<file path="config.mk">
export PLATFORM = sky130hd
export DESIGN_NAME = regfile_wb_ctrl
export DESIGN_NICKNAME = d
export VERILOG_FILES = /design/src/rtl/regfile_pkg.sv /design/src/rtl/regfile_wb_ctrl_rr_arb2.sv /design/src/rtl/regfile_wb_ctrl.sv
export SDC_FILE = /design/constraint.sdc
export NUM_CORES = 1
export LEC_CHECK = 0
export BUFFER_PORTS_ARGS = -buffer_cell sky130_fd_sc_hd__buf_2
export CAP_MARGIN = 20
export CORE_MARGIN = 8
export CORE_UTILIZATION = 40
export DETAILED_ROUTE_END_ITERATION = 7
export GPL_TIMING_DRIVEN = 0
export PLACE_DENSITY = 0.72
export SYNTH_ARGS = -nofsm -noshare
export SYNTH_HDL_FRONTEND = slang
export SYNTH_SLANG_ARGS = --single-unit
</file>
<file path="constraint.sdc">
create_clock -name clk -period 2.2 [get_ports clk]
set_input_delay 0.33 -clock clk [delete_from_list [all_inputs] [get_ports clk]]
set_output_delay 0.33 -clock clk [all_outputs]
set_load 0.01 [all_outputs]
</file>
<file path="src/rtl/regfile_pkg.sv">
// regfile_pkg: shared widths and write-back source encoding for the register file controller
package regfile_pkg;
    localparam int DATA_W = 64;
    localparam int ADDR_W = 5;
    localparam int NREGS  = 32;
    typedef enum logic {SRC_A, SRC_M} src_e;
endpackage

</file>
<file path="src/rtl/regfile_wb_ctrl_rr_arb2.sv">
// rr_arb2: two-request round-robin arbiter
// Ports: clk, reset_n (sync, active low), a_req/m_req requests, a_gnt/m_gnt one-hot grants.
// Grants are forced low while reset_n is low; the pointer only moves on contention.
module rr_arb2
    import regfile_pkg::*;
(
    input  logic clk,
    input  logic reset_n,
    input  logic a_req,
    input  logic m_req,
    output logic a_gnt,
    output logic m_gnt
);
    src_e ptr;

    always_comb begin
        a_gnt = reset_n && a_req && (!m_req || ptr == SRC_A);
        m_gnt = reset_n && m_req && !a_gnt;
    end

    always_ff @(posedge clk) begin
        if (!reset_n)
            ptr <= SRC_A;
        else if (a_req && m_req)
            ptr <= a_gnt ? SRC_M : SRC_A;
    end
endmodule

</file>
<file path="src/rtl/regfile_wb_ctrl.sv">
// regfile_wb_ctrl: write-back port arbiter and busy scoreboard for the 32 x 64 register file
// Ports: a_*/m_* valid/ready write-back sources; issue_* destination reservation;
// R_Addr/S_Addr -> r_busy/s_busy hazard flags; W_En/W_Addr/WR drive the regfile write port.
module regfile_wb_ctrl
    import regfile_pkg::*;
(
    input  logic              clk,
    input  logic              reset_n,
    input  logic              a_valid,
    input  logic [ADDR_W-1:0] a_addr,
    input  logic [DATA_W-1:0] a_data,
    output logic              a_ready,
    input  logic              m_valid,
    input  logic [ADDR_W-1:0] m_addr,
    input  logic [DATA_W-1:0] m_data,
    output logic              m_ready,
    input  logic              issue_valid,
    input  logic [ADDR_W-1:0] issue_addr,
    output logic              issue_ready,
    input  logic [ADDR_W-1:0] R_Addr,
    input  logic [ADDR_W-1:0] S_Addr,
    output logic              r_busy,
    output logic              s_busy,
    output logic              W_En,
    output logic [ADDR_W-1:0] W_Addr,
    output logic [DATA_W-1:0] WR
);
    logic [NREGS-1:0] busy;
    logic [NREGS-1:0] set_m;
    logic [NREGS-1:0] clr_m;

    rr_arb2 u_arb (
        .clk     (clk),
        .reset_n (reset_n),
        .a_req   (a_valid),
        .m_req   (m_valid),
        .a_gnt   (a_ready),
        .m_gnt   (m_ready)
    );

    always_comb begin
        issue_ready = reset_n && issue_valid && !busy[issue_addr];
        r_busy      = busy[R_Addr];
        s_busy      = busy[S_Addr];
        set_m       = issue_ready ? (NREGS'(1) << issue_addr) : '0;
        clr_m       = W_En ? (NREGS'(1) << W_Addr) : '0;
    end

    // Set is applied after clear so a same-cycle reservation of the address being written survives.
    always_ff @(posedge clk) begin
        if (!reset_n) begin
            W_En   <= 1'b0;
            W_Addr <= '0;
            WR     <= '0;
            busy   <= '0;
        end else begin
            W_En <= a_ready || m_ready;
            if (a_ready) begin
                W_Addr <= a_addr;
                WR     <= a_data;
            end else if (m_ready) begin
                W_Addr <= m_addr;
                WR     <= m_data;
            end
            busy <= (busy & ~clr_m) | set_m;
        end
    end
endmodule

</file>
# Word-level counts from Yosys, hierarchy flattened
# Cells that the tools add are included.
[classes]
reduce_logical = 13
order_cmp = 3
shift = 2
n_bitwise = 4
n_mux = 13
[op_table]
columns = ["operator", "n"]
rows = [
  ["64-bit two-way mux", 2],
  ["32-bit two-way mux", 2],
  ["1-bit by 5-bit left shift with 32-bit output (first input constant)", 2],
  ["32-bit bitwise AND", 1],
  ["32-bit inverter", 1],
  ["32-bit bitwise OR", 1],
  ["5-bit by 6-bit < comparator with 1-bit output (second input constant)", 3],
  ["1-bit binary-select mux with 5-bit select", 3],
  ["5-bit two-way mux", 2],
  ["1-bit logical AND", 7],
  ["1-bit two-way mux", 4],
  ["1-bit logical NOT", 3],
  ["1-bit logical OR", 2],
  ["2-bit nonzero test", 1],
  ["1-bit inverter", 1],
]
[totals]
reg_bits = 103
in_bits = 158
output_inout_bits = 75

# Longest topological paths before layout
# Gate-level depths: netlist of run 1.
[depth]
ltp_word = 7
ltp_mapped = 7

# Hierarchy
# A second synthesis of run 1 with hierarchy kept.
[hier_totals]
hier_cells = 610
hier_area_um2 = 5571.6
[modules_own_cells]
columns = ["module", "cells_per_inst", "instances", "area_per_inst_um2"]
rows = [
  ["regfile_wb_ctrl", 600, 1, 5506.5],
  ["rr_arb2", 10, 1, 65.1],
]

# Worst setup path before layout of run 1
# OpenSTA, ideal clock, no wires.
[synth_timing]
path_type = "input to output"
from = "input R_Addr[0]"
to = "output r_busy"
path_buffers = 1
path_stages = 4
arrival_ps = 1822
slack_ps = 48
path_cell_list = "buf_2 > mux4_2 > mux4_2 > mux2_2"
[synth_between]
elab_chain_cells = 2
[synth_rtl]
columns = ["element", "line", "rtl"]
rows = [
  ["start: declaration", "regfile_wb_ctrl.sv:20", "input logic [ADDR_W-1:0] R_Addr,"],
  ["1-bit binary-select mux with 5-bit select", "regfile_wb_ctrl.sv:43", "r_busy = busy[R_Addr];"],
  ["1-bit two-way mux (not written as such)", "regfile_wb_ctrl.sv:43", ""],
  ["end: declaration", "regfile_wb_ctrl.sv:22", "output logic r_busy,"],
]
# No other way between the ends. The select of a mux whose other input is x is not followed.

# Worst setup path in the final report of run 1
[layout_timing]
from = "register busy[11]"
to = "output s_busy"
[layout_between]
elab_chain_cells = 2
[layout_rtl]
columns = ["element", "line", "rtl"]
rows = [
  ["start: declaration", "regfile_wb_ctrl.sv:28", "logic [NREGS-1:0] busy;"],
  ["start signal: assignment", "regfile_wb_ctrl.sv:65", "busy <= (busy & ~clr_m) | set_m;"],
  ["1-bit binary-select mux with 5-bit select", "regfile_wb_ctrl.sv:44", "s_busy = busy[S_Addr];"],
  ["1-bit two-way mux (not written as such)", "regfile_wb_ctrl.sv:44", ""],
  ["end: declaration", "regfile_wb_ctrl.sv:23", "output logic s_busy,"],
]
# No other way between the ends. The select of a mux whose other input is x is not followed.

==> results of run 1 <==
## final timing paths
| kind | start | cells past startpoint | end | slack (ns) |
|---|---|---|---|---|
| setup / recovery | busy[11]$_SDFF_PN0_ | 4 | s_busy | -0.20 |
| hold / removal | m_data[5] | 4 | WR[5]$_SDFFE_PN0P_ | 0.32 |
| hold reg to reg | WR[35]$_SDFFE_PN0P_ | 1 | WR[35]$_SDFFE_PN0P_ | 0.50 |
| setup reg to reg | u_arb.ptr$_SDFFE_PN0P_ | 6 | W_Addr[0]$_SDFFE_PN0P_ | 0.52 |
## worst register-to-register path: cells and delay by family (launching register included)
kind	cells	cell delay (ns)
flip-flops	1	0.33
AND/OR/NAND/NOR	1	0.08
multiplexers	1	0.29
buffers and inverters	2	0.63
AO/OA/AOI/OAI	2	0.26
## registers in the layout (all words and copies together), names as in the netlist
name,cells
WR,64
W_En,1
W_Addr,5
u_arb.ptr,1
busy,32
## cells by family (layout without fill, tap and decap cells)
logic type	Yosys count	count (layout)	synth area share, %
AND/OR/NAND/NOR	153	153	12.16
AO/OA/AOI/OAI	140	140	21.41
multiplexers	107	107	24.68
flip-flops	103	103	37.66
buffers and inverters	49	290	3.931
XOR/XNOR	1	1	0.1600
## per-stage QoR
stage | instances | TNS (ns)
floorplan | 553 | 0
global placement | 957 | -1.050
detailed placement | 957 | -0.9383
CTS | 972 | -0.6036
global route | 970 | -0.6391
finish | 970 | -0.5066
## cell type report
cell class | instances | area (um^2) | area share, %
buffer | 45 | 197.7 | 2.751
clock buffer | 9 | 225.2 | 3.134
clock inverter | 6 | 71.32 | 0.9925
inverter | 2 | 7.507 | 0.1045
multi-input combinational | 401 | 3226 | 44.89
sequential | 103 | 2085 | 29.01
tap | 176 | 220.2 | 3.065
timing repair buffer | 228 | 1154 | 16.05
## placed cells by master (no fill, tap or decap), types with 15 or more instances in the layout
| cell | instances |
|---|---|
| buf_2 | 236 |
| nand2_1 | 99 |
| mux4_2 | 22 |
| dfxtp_1 | 87 |
| clkbuf_1 | 25 |
| mux2i_1 | 81 |
| o21ai_0 | 28 |
| a21boi_0 | 27 |
| dfxtp_2 | 15 |
| o211a_1 | 70 |
## power groups by stage
stage | sequential [mW] | combinational [mW] | clock [mW]
floorplan | 2.12 | 0.418 | 0
global placement | 2.07 | 0.843 | 0
detailed placement | 2.08 | 0.846 | 0
CTS | 2.04 | 0.851 | 1.64
global route | 2.05 | 0.924 | 1.71
finish | 2.04 | 0.846 | 1.61
## metal layers
metal | up-vias | part of all wire, % | global-route usage (%)
li1 | 2518 | - | -
met4 | 2 | 2.5 | 8.265
met5 | - | 0.070 | 0
met2 | 228 | 49 | 35.70
met3 | 35 | 8.5 | 6.927
met1 | 2476 | 40 | 22.99
## timing repair
item / 4_1_cts / 5_1_grt
endpoints found under the setup margin: 4 / 5
pin swaps: 0 / 2
resized for setup: 22 / 10
hold buffers: 0 / 0
cloned: 0 / 0
buffers inserted: 0 / 0
==> qor.csv, run 1 <==
stage;metric;value;unit
status;outcome;finished with violations;
status;failing checks;negative setup slack;
timing;max-slew violations;0;
route;final WL;18.69;mm
cells_and_area;nets;948;
synthesis;top cells by area, synth;dfxtp_1 38%, mux2i_1 15%, o211a_1 13%;
pwr;Flop pwr share;45.3;%
cells_and_area;post-layout utilization of the core;54.05;%
timing;fmax;416.0;MHz
pwr;Switching Fraction;27.74;%
clock_network;clk buf depth;2;
timing;RSZ-0062 raised after global routing;yes;
pwr;worst vdd ir;0.3457;mV
grt;vias in the first global route;5471;
pwr;clock power share;35.9;%
route;DRT iter0 DRCs;388;
clock_network;H-tree lvl count;3;
synthesis;Synth Cell Area;0.005475;mm^2
clock_network;total CTS buffers;9;
timing;Worst Skew;0.01171;ns
pwr;total power after layout;4.495;mW
worst_hold_path;Hold Path Class;primary input to flip-flop;
floorplanning;CORE AREA;0.01330;mm^2
floorplanning;IO Pins;233;
worst_setup_path;CP peak stage delay;0.51;ns
clock_network;clock tree from TritonCTS;done;
synthesis;Distinct cells, synth;40;
synthesis;Top FF cell, synth;dfxtp_1;
grt;first-pass GRT wire length;29.28;mm
timing;Period Utilization, post-route;109.3;%
floorplanning;Placement Rows;42;
pwr;Cell Int Power;3.248;mW
floorplanning;Die ar.;0.01769;mm^2
route;DR vias/cell;5.422;
floorplanning;DIE WIDTH;133.0;um
synthesis;post-synthesis net count;711;
synthesis;cells after synthesis;553;
pwr;Net Sw Power;1.247;mW
timing;Final min period;2.404;ns
clock_network;clock slew at reported path FFs;0.07;ns
placement;DP Area;0.006837;mm^2
cells_and_area;Area Growth Syn to Fin;31.24;%
worst_setup_path;Slowest-stage cell, CP;mux4_2;
timing;final hold violations;0;
synthesis;Ys Warns;0;
route;WL/cell;19.27;um
worst_setup_path;Critical Path, Cell by Cell;mux4_2 > mux4_2 > mux2_4 > buf_6;
clock_network;Clock Latency Late Sink;0.35;ns
grt;Remaining Overflow, GRT;0;
pwr;Leak;3.711;nW
synthesis;register area share after synthesis;37.66;%
synthesis;average size of a mapped cell;9.901;um^2
route;DR DRC count;0;
floorplanning;Die H;133.0;um
grt;largest net degree at the start of global routing;18;
synthesis;cell taking the most area after synthesis;dfxtp_1;
route;routed vias;5259;
worst_setup_path;Critical Path AT;2.07;ns
cells_and_area;layout filler cell count;1232;
worst_setup_path;kind of critical path;flip-flop to output port;
cells_and_area;final instance area;0.007186;mm^2
grt;GRT Total Usage;20.72;%
placement;pre-CTS setup slack;-0.3574;ns
grt;initial antenna violation count;1;
floorplanning;Initial Util;41.18;%
cells_and_area;layout cells sized above 1;39.17;%
timing;Slew headroom;62.16;%
timing;Slew @ Worst Pin;0.5641;ns
synthesis;number of flops mapped to enable cells by yosys;0;
pwr;Pwr Density;625.6;mW/mm^2
placement;number of I/O port buffers;228;
route;DRT Pass-1 Iters;5;
synthesis;register bit count reported by yosys;103;
timing;Final WS setup;-0.2040;ns
clock_network;CTS Sinks;103;
synthesis;top cells by count, synth;103 x dfxtp_1, 99 x nand2_1, 81 x mux2i_1, 70 x o211a_1, 29 x clkbuf_1;
route;Routed Antenna Nets;0;
synthesis;Yosys top cell area share;37.66;%
synthesis;top-count cell post-synth;dfxtp_1;
worst_setup_path;most used cell, CP;mux4_2;
timing;Setup-failing EPs final;3;
worst_setup_path;Worst Setup End Kind;output port;
worst_setup_path;Critical Path Fanout Max;4;
flow_run;maxcap violations;0;
worst_setup_path;critical path buffer and inverter count;1;
pwr;combinational share of power;18.8;%
placement;RePlAce Congestion;0.8408;
worst_setup_path;CP Data Required Time;1.87;ns
cells_and_area;Antenna Cells;0;
clock_network;clock root buffer;clkbuf_16;
timing;Hold WS;0.3207;ns
placement;dpl hpwl;14.98;mm
worst_setup_path;Top delay family on crit path;multiplexers;
synthesis;Async S/R FF share, synth;0;%
worst_setup_path;critical path startpoint category;flip-flop;
Note: power is estimated with default switching activity, not from simulation.
==> run 2: changes to the inputs <==
--- a/config.mk
+++ b/config.mk
@@ -5,13 +5,14 @@
 export SDC_FILE = /design/constraint.sdc
 export NUM_CORES = 1
 export LEC_CHECK = 0
+export ABC_AREA = 1
 export BUFFER_PORTS_ARGS = -buffer_cell sky130_fd_sc_hd__buf_2
 export CAP_MARGIN = 20
 export CORE_MARGIN = 8
 export CORE_UTILIZATION = 40
 export DETAILED_ROUTE_END_ITERATION = 7
 export GPL_TIMING_DRIVEN = 0
-export PLACE_DENSITY = 0.72
+export PLACE_DENSITY = 0.78
 export SYNTH_ARGS = -nofsm -noshare
 export SYNTH_HDL_FRONTEND = slang
 export SYNTH_SLANG_ARGS = --single-unit
==> constraint.sdc (replaced) <==
create_clock -name clk -period 2.2 [get_ports clk]
set_input_delay 0.44 -clock clk [delete_from_list [all_inputs] [get_ports clk]]
set_output_delay 0.44 -clock clk [all_outputs]
set_load 0.01 [all_outputs]
==> run 2 against run 1 <==
The flow now finishes without violations. Sequential power is essentially flat. Total power fell by 0.28%. Synthesized area is 1.2% lower. Cell count is 26% higher. Synthesized cell count increased by 44%. Utilization down 0.51 points. Critical path depth increased by 6. First-iteration DRC count increased by 46%. Maximum frequency rose by 14%. Via count rose by 28%. Combinational power up 12%. Register-to-register slack is essentially flat.
==> qor.csv, run 2 <==
stage;metric;value;unit;change
worst_setup_path;RR Startpoint;busy[31]$_SDFF_PN0_;;was u_arb.ptr$_SDFFE_PN0P_
worst_hold_path;Hold Path Class;primary input to flip-flop;;unchanged
synthesis;cell taking the most area after synthesis;dfxtp_1;;unchanged
placement;pre-CTS setup slack;-0.01789;ns;was -0.3574 ns
synthesis;Simple-Gate Fraction of Synth Area;27.40;%;was 12.16%
timing;max-slew violations;0;;unchanged
pwr;Switching Fraction;30.71;%;was 27.74%
worst_setup_path;Critical Path Fanout Max;4;;unchanged
worst_hold_path;min-delay src;m_data[41];;was m_data[5]
synthesis;cells after synthesis;797;;was 553
floorplanning;Initial Util;40.86;%;was 41.18%
clock_network;clock root buffer;clkbuf_16;;unchanged
flow_run;maxcap violations;0;;unchanged
synthesis;Top FF cell, synth;dfxtp_1;;unchanged
floorplanning;DIE WIDTH;132.3;um;was 133.0 um
worst_setup_path;cell depth of the worst setup path;10;;was 4
clock_network;clock tree from TritonCTS;done;;unchanged
worst_setup_path;Top delay family on crit path;simple AND/OR/NAND/NOR gates;;was multiplexers
grt;vias in the first global route;6504;;was 5471
cells_and_area;nets;1195;;was 948
synthesis;number of flops mapped to enable cells by yosys;0;;unchanged
synthesis;average size of a mapped cell;6.790;um^2;was 9.901 um^2
timing;Final min period;2.111;ns;was 2.404 ns
timing;Period Utilization, post-route;95.93;%;was 109.3%
clock_network;clk buf depth;2;;unchanged
route;final WL;22.23;mm;was 18.69 mm
worst_setup_path;reg2reg end;busy[10]$_SDFF_PN0_;;was W_Addr[0]$_SDFFE_PN0P_
route;DR vias/cell;5.517;;was 5.422
worst_setup_path;Critical Path, Cell by Cell;nand2_1 > o21ai_0 > nand2_1 > nand3_1 > nand3_2 > nand2_4 > nand2_1 > nand2_1 > nor2_1 > buf_2;;was mux4_2 > mux4_2 > mux2_4 > buf_6
cells_and_area;register area;0.002067;mm^2;was 0.002085 mm^2
cells_and_area;Area Growth Syn to Fin;31.01;%;was 31.24%
clock_network;CTS Sinks;103;;unchanged
synthesis;top-count cell post-synth;nand2_1;;was dfxtp_1
pwr;Net Sw Power;1.377;mW;was 1.247 mW
synthesis;Distinct cells, synth;24;;was 40
pwr;combinational share of power;21.2;%;was 18.8%
timing;Slew headroom;61.31;%;was 62.16%
worst_hold_path;Hold Path Sink;WR[41]$_SDFFE_PN0P_;;was WR[5]$_SDFFE_PN0P_
cells_and_area;commonest non-fill, non-tap cells in the layout;250 x buf_2, 217 x nand2_1, 133 x o21ai_0, 99 x dfxtp_1, 69 x a31oi_1;;was 236 x buf_2, 99 x nand2_1, 87 x dfxtp_1, 81 x mux2i_1, 70 x o211a_1
cells_and_area;layout filler cell count;1366;;was 1232
pwr;Pwr Density;632.3;mW/mm^2;was 625.6 mW/mm^2
floorplanning;IO Pins;233;;unchanged
cells_and_area;area of the multi-input gates;0.002945;mm^2;was 0.003226 mm^2
floorplanning;Die ar.;0.01751;mm^2;was 0.01769 mm^2
synthesis;area share of fa/ha/maj cells after synthesis;0;%;unchanged
worst_setup_path;CP Data Required Time;1.76;ns;was 1.87 ns
cells_and_area;max reg flops;64;;unchanged
worst_hold_path;Cells on Worst Hold Path;3;;was 4
floorplanning;Placement Rows;42;;unchanged
route;routed vias;6747;;was 5259
cells_and_area;commonest non-fill, non-tap cell in the layout;buf_2;;unchanged
synthesis;register bit count reported by yosys;103;;unchanged
synthesis;Synth Area in XOR/XNOR;0;%;was 0.1600%
worst_setup_path;most used cell, CP;nand2_1;;was mux4_2
status;outcome;finished clean;;was finished with violations
synthesis;mux share of post-synthesis cell area;0;%;was 24.68%
floorplanning;CORE AREA;0.01324;mm^2;was 0.01330 mm^2
pwr;Leak;3.179;nW;was 3.711 nW
pwr;Cell Int Power;3.106;mW;was 3.248 mW
timing;Final WS setup;0.08946;ns;was -0.2040 ns
grt;first-pass GRT wire length;34.47;mm;was 29.28 mm
floorplanning;Die H;132.3;um;was 133.0 um
synthesis;Yosys top cell area share;38.10;%;was 37.66%
clock_network;Clock Latency Late Sink;0.35;ns;about the same
synthesis;top cells by count, synth;217 x nand2_1, 135 x o21ai_0, 103 x dfxtp_1, 69 x a31oi_1, 40 x a21oi_1;;was 103 x dfxtp_1, 99 x nand2_1, 81 x mux2i_1, 70 x o211a_1, 29 x clkbuf_1
worst_setup_path;R2R Setup Slk;0.51;ns;was 0.52 ns
timing;fmax;473.8;MHz;was 416.0 MHz
synthesis;largest family of logic cells by synthesized area;simple AND/OR/NAND/NOR gates;;was multiplexers
worst_setup_path;Critical Path AT;1.67;ns;was 2.07 ns
grt;Remaining Overflow, GRT;0;;unchanged
worst_setup_path;critical path buffer and inverter count;1;;unchanged
clock_network;clock slew at reported path FFs;0.07;ns;about the same
placement;dpl hpwl;17.32;mm;was 14.98 mm
synthesis;Async S/R FF share, synth;0;%;unchanged
grt;largest net degree at the start of global routing;17;;was 18
worst_setup_path;Worst Setup End Kind;output port;;unchanged
placement;RePlAce Congestion;0.9852;;was 0.8408
timing;final hold violations;0;;unchanged
worst_setup_path;Worst setup startpoint;busy[13]$_SDFF_PN0_;;was busy[11]$_SDFF_PN0_
timing;Setup-failing EPs final;0;;was 3
worst_setup_path;kind of critical path;flip-flop to output port;;unchanged
pwr;clock power share;33.1;%;was 35.9%
cells_and_area;layout cells sized above 1;28.24;%;was 39.17%
clock_network;H-tree lvl count;3;;unchanged
timing;Worst Skew;0.008566;ns;was 0.01171 ns
synthesis;register area share after synthesis;38.10;%;was 37.66%
worst_setup_path;Reg2Reg Depth;11;;was 6
timing;Hold WS;0.3482;ns;was 0.3207 ns
synthesis;post-synthesis net count;955;;was 711
placement;number of I/O port buffers;228;;unchanged
synthesis;Ys Warns;0;;unchanged
cells_and_area;Largest Register;WR;;unchanged
grt;initial antenna violation count;6;;was 1
worst_setup_path;critical path startpoint category;flip-flop;;unchanged
synthesis;post-synthesis compound-gate area fraction;26.68;%;was 21.41%
pwr;Flop pwr share;45.8;%;was 45.3%
timing;Slew @ Worst Pin;0.5804;ns;was 0.5641 ns
clock_network;total CTS buffers;9;;unchanged
worst_setup_path;Slowest-stage cell, CP;dfxtp_1;;was mux4_2
worst_setup_path;CP peak stage delay;0.46;ns;was 0.51 ns
grt;GRT Total Usage;24.41;%;was 20.72%
synthesis;Synth Cell Area;0.005411;mm^2;was 0.005475 mm^2
cells_and_area;largest registers;WR x64, busy x32, W_Addr x5;;unchanged
cells_and_area;fin cells;1223;;was 970
route;Routed Antenna Nets;0;;unchanged
route;DR DRC count;0;;unchanged
route;DRT Pass-1 Iters;6;;was 5
pwr;worst vdd ir;0.3373;mV;was 0.3457 mV
placement;placed cells;1201;;was 957
route;WL/cell;18.18;um;was 19.27 um
route;DRT iter0 DRCs;567;;was 388
synthesis;top cells by area, synth;dfxtp_1 38%, nand2_1 15%, o21ai_0 12%;;was dfxtp_1 38%, mux2i_1 15%, o211a_1 13%
==> run 2: worst min-delay path: stages <==
cell     delay, ns
buf_2         0.09
nand2_1       0.05
a31oi_1       0.07
==> run 2: final cells by class <==
cell class / count / share of cell area [%]
multi-input cells: 604 / 41.55
flip-flops and latches: 103 / 29.16
repair buffers: 230 / 16.31
plain buffers: 64 / 4.624
clock buffers: 9 / 3.177
well taps: 176 / 3.106
inverters: 25 / 1.324
clock inverters: 6 / 0.5471
diodes: 6 / 0.2118
==> run 2: kinds of logic after synthesis <==
family | after synthesis
AO/OA/AOI/OAI | 262
buffers and inverters | 90
flip-flops | 103
AND/OR/NAND/NOR | 342
==> run 2: timing repair <==
item / CTS / global route
pin swaps: 1 / 1
hold buffers: 0 / 0
setup buffers: 0 / 2
setup endpoints to repair: 1 / 4
resized for setup: 0 / 17
==> run 2: metrics by stage <==
| stage | power (mW) | area, um^2 | TNS [ns] | util, % |
|---|---|---|---|---|
| after floorplan | 2.593 | 5411 | 0 | - |
| after global placement | 3.018 | 6773 | -0.01037 | 51.14 |
| after detailed placement | 3.024 | 6773 | -0.01789 | 51.14 |
| after CTS | 4.475 | 7025 | 0 | 53.05 |
| after global routing | 4.684 | 7087 | -0.007669 | 53.51 |
| final | 4.483 | 7089 | 0 | 53.53 |
==> run 2: worst max path at each step <==
stage                        endpoint
after floorplan                r_busy
after global placement    issue_ready
after detailed placement  issue_ready
after CTS                      r_busy
after global routing      issue_ready
final                     issue_ready
==> run 2: metal layers <==
layer	global-route usage [%]	share of wire, %	wire, um	up-vias
met4	10.09	3.2	721	4
li1	-	-	-	3291
met2	40.88	48	10680	332
met5	0	0.081	18	-
met3	8.841	10	2257	53
met1	27.54	38	8555	3067
==> run 2: power by group through the flow <==
| stage | registers [mW] | logic (mW) | clock network [mW] |
|---|---|---|---|
| 2_1_floorplan | 2.14 | 0.458 | 0 |
| 3_3_place_gp | 2.09 | 0.932 | 0 |
| 3_5_place_dp | 2.09 | 0.937 | 0 |
| 4_1_cts | 2.05 | 0.938 | 1.49 |
| 5_1_grt | 2.06 | 1.05 | 1.57 |
| 6_report | 2.05 | 0.949 | 1.48 |
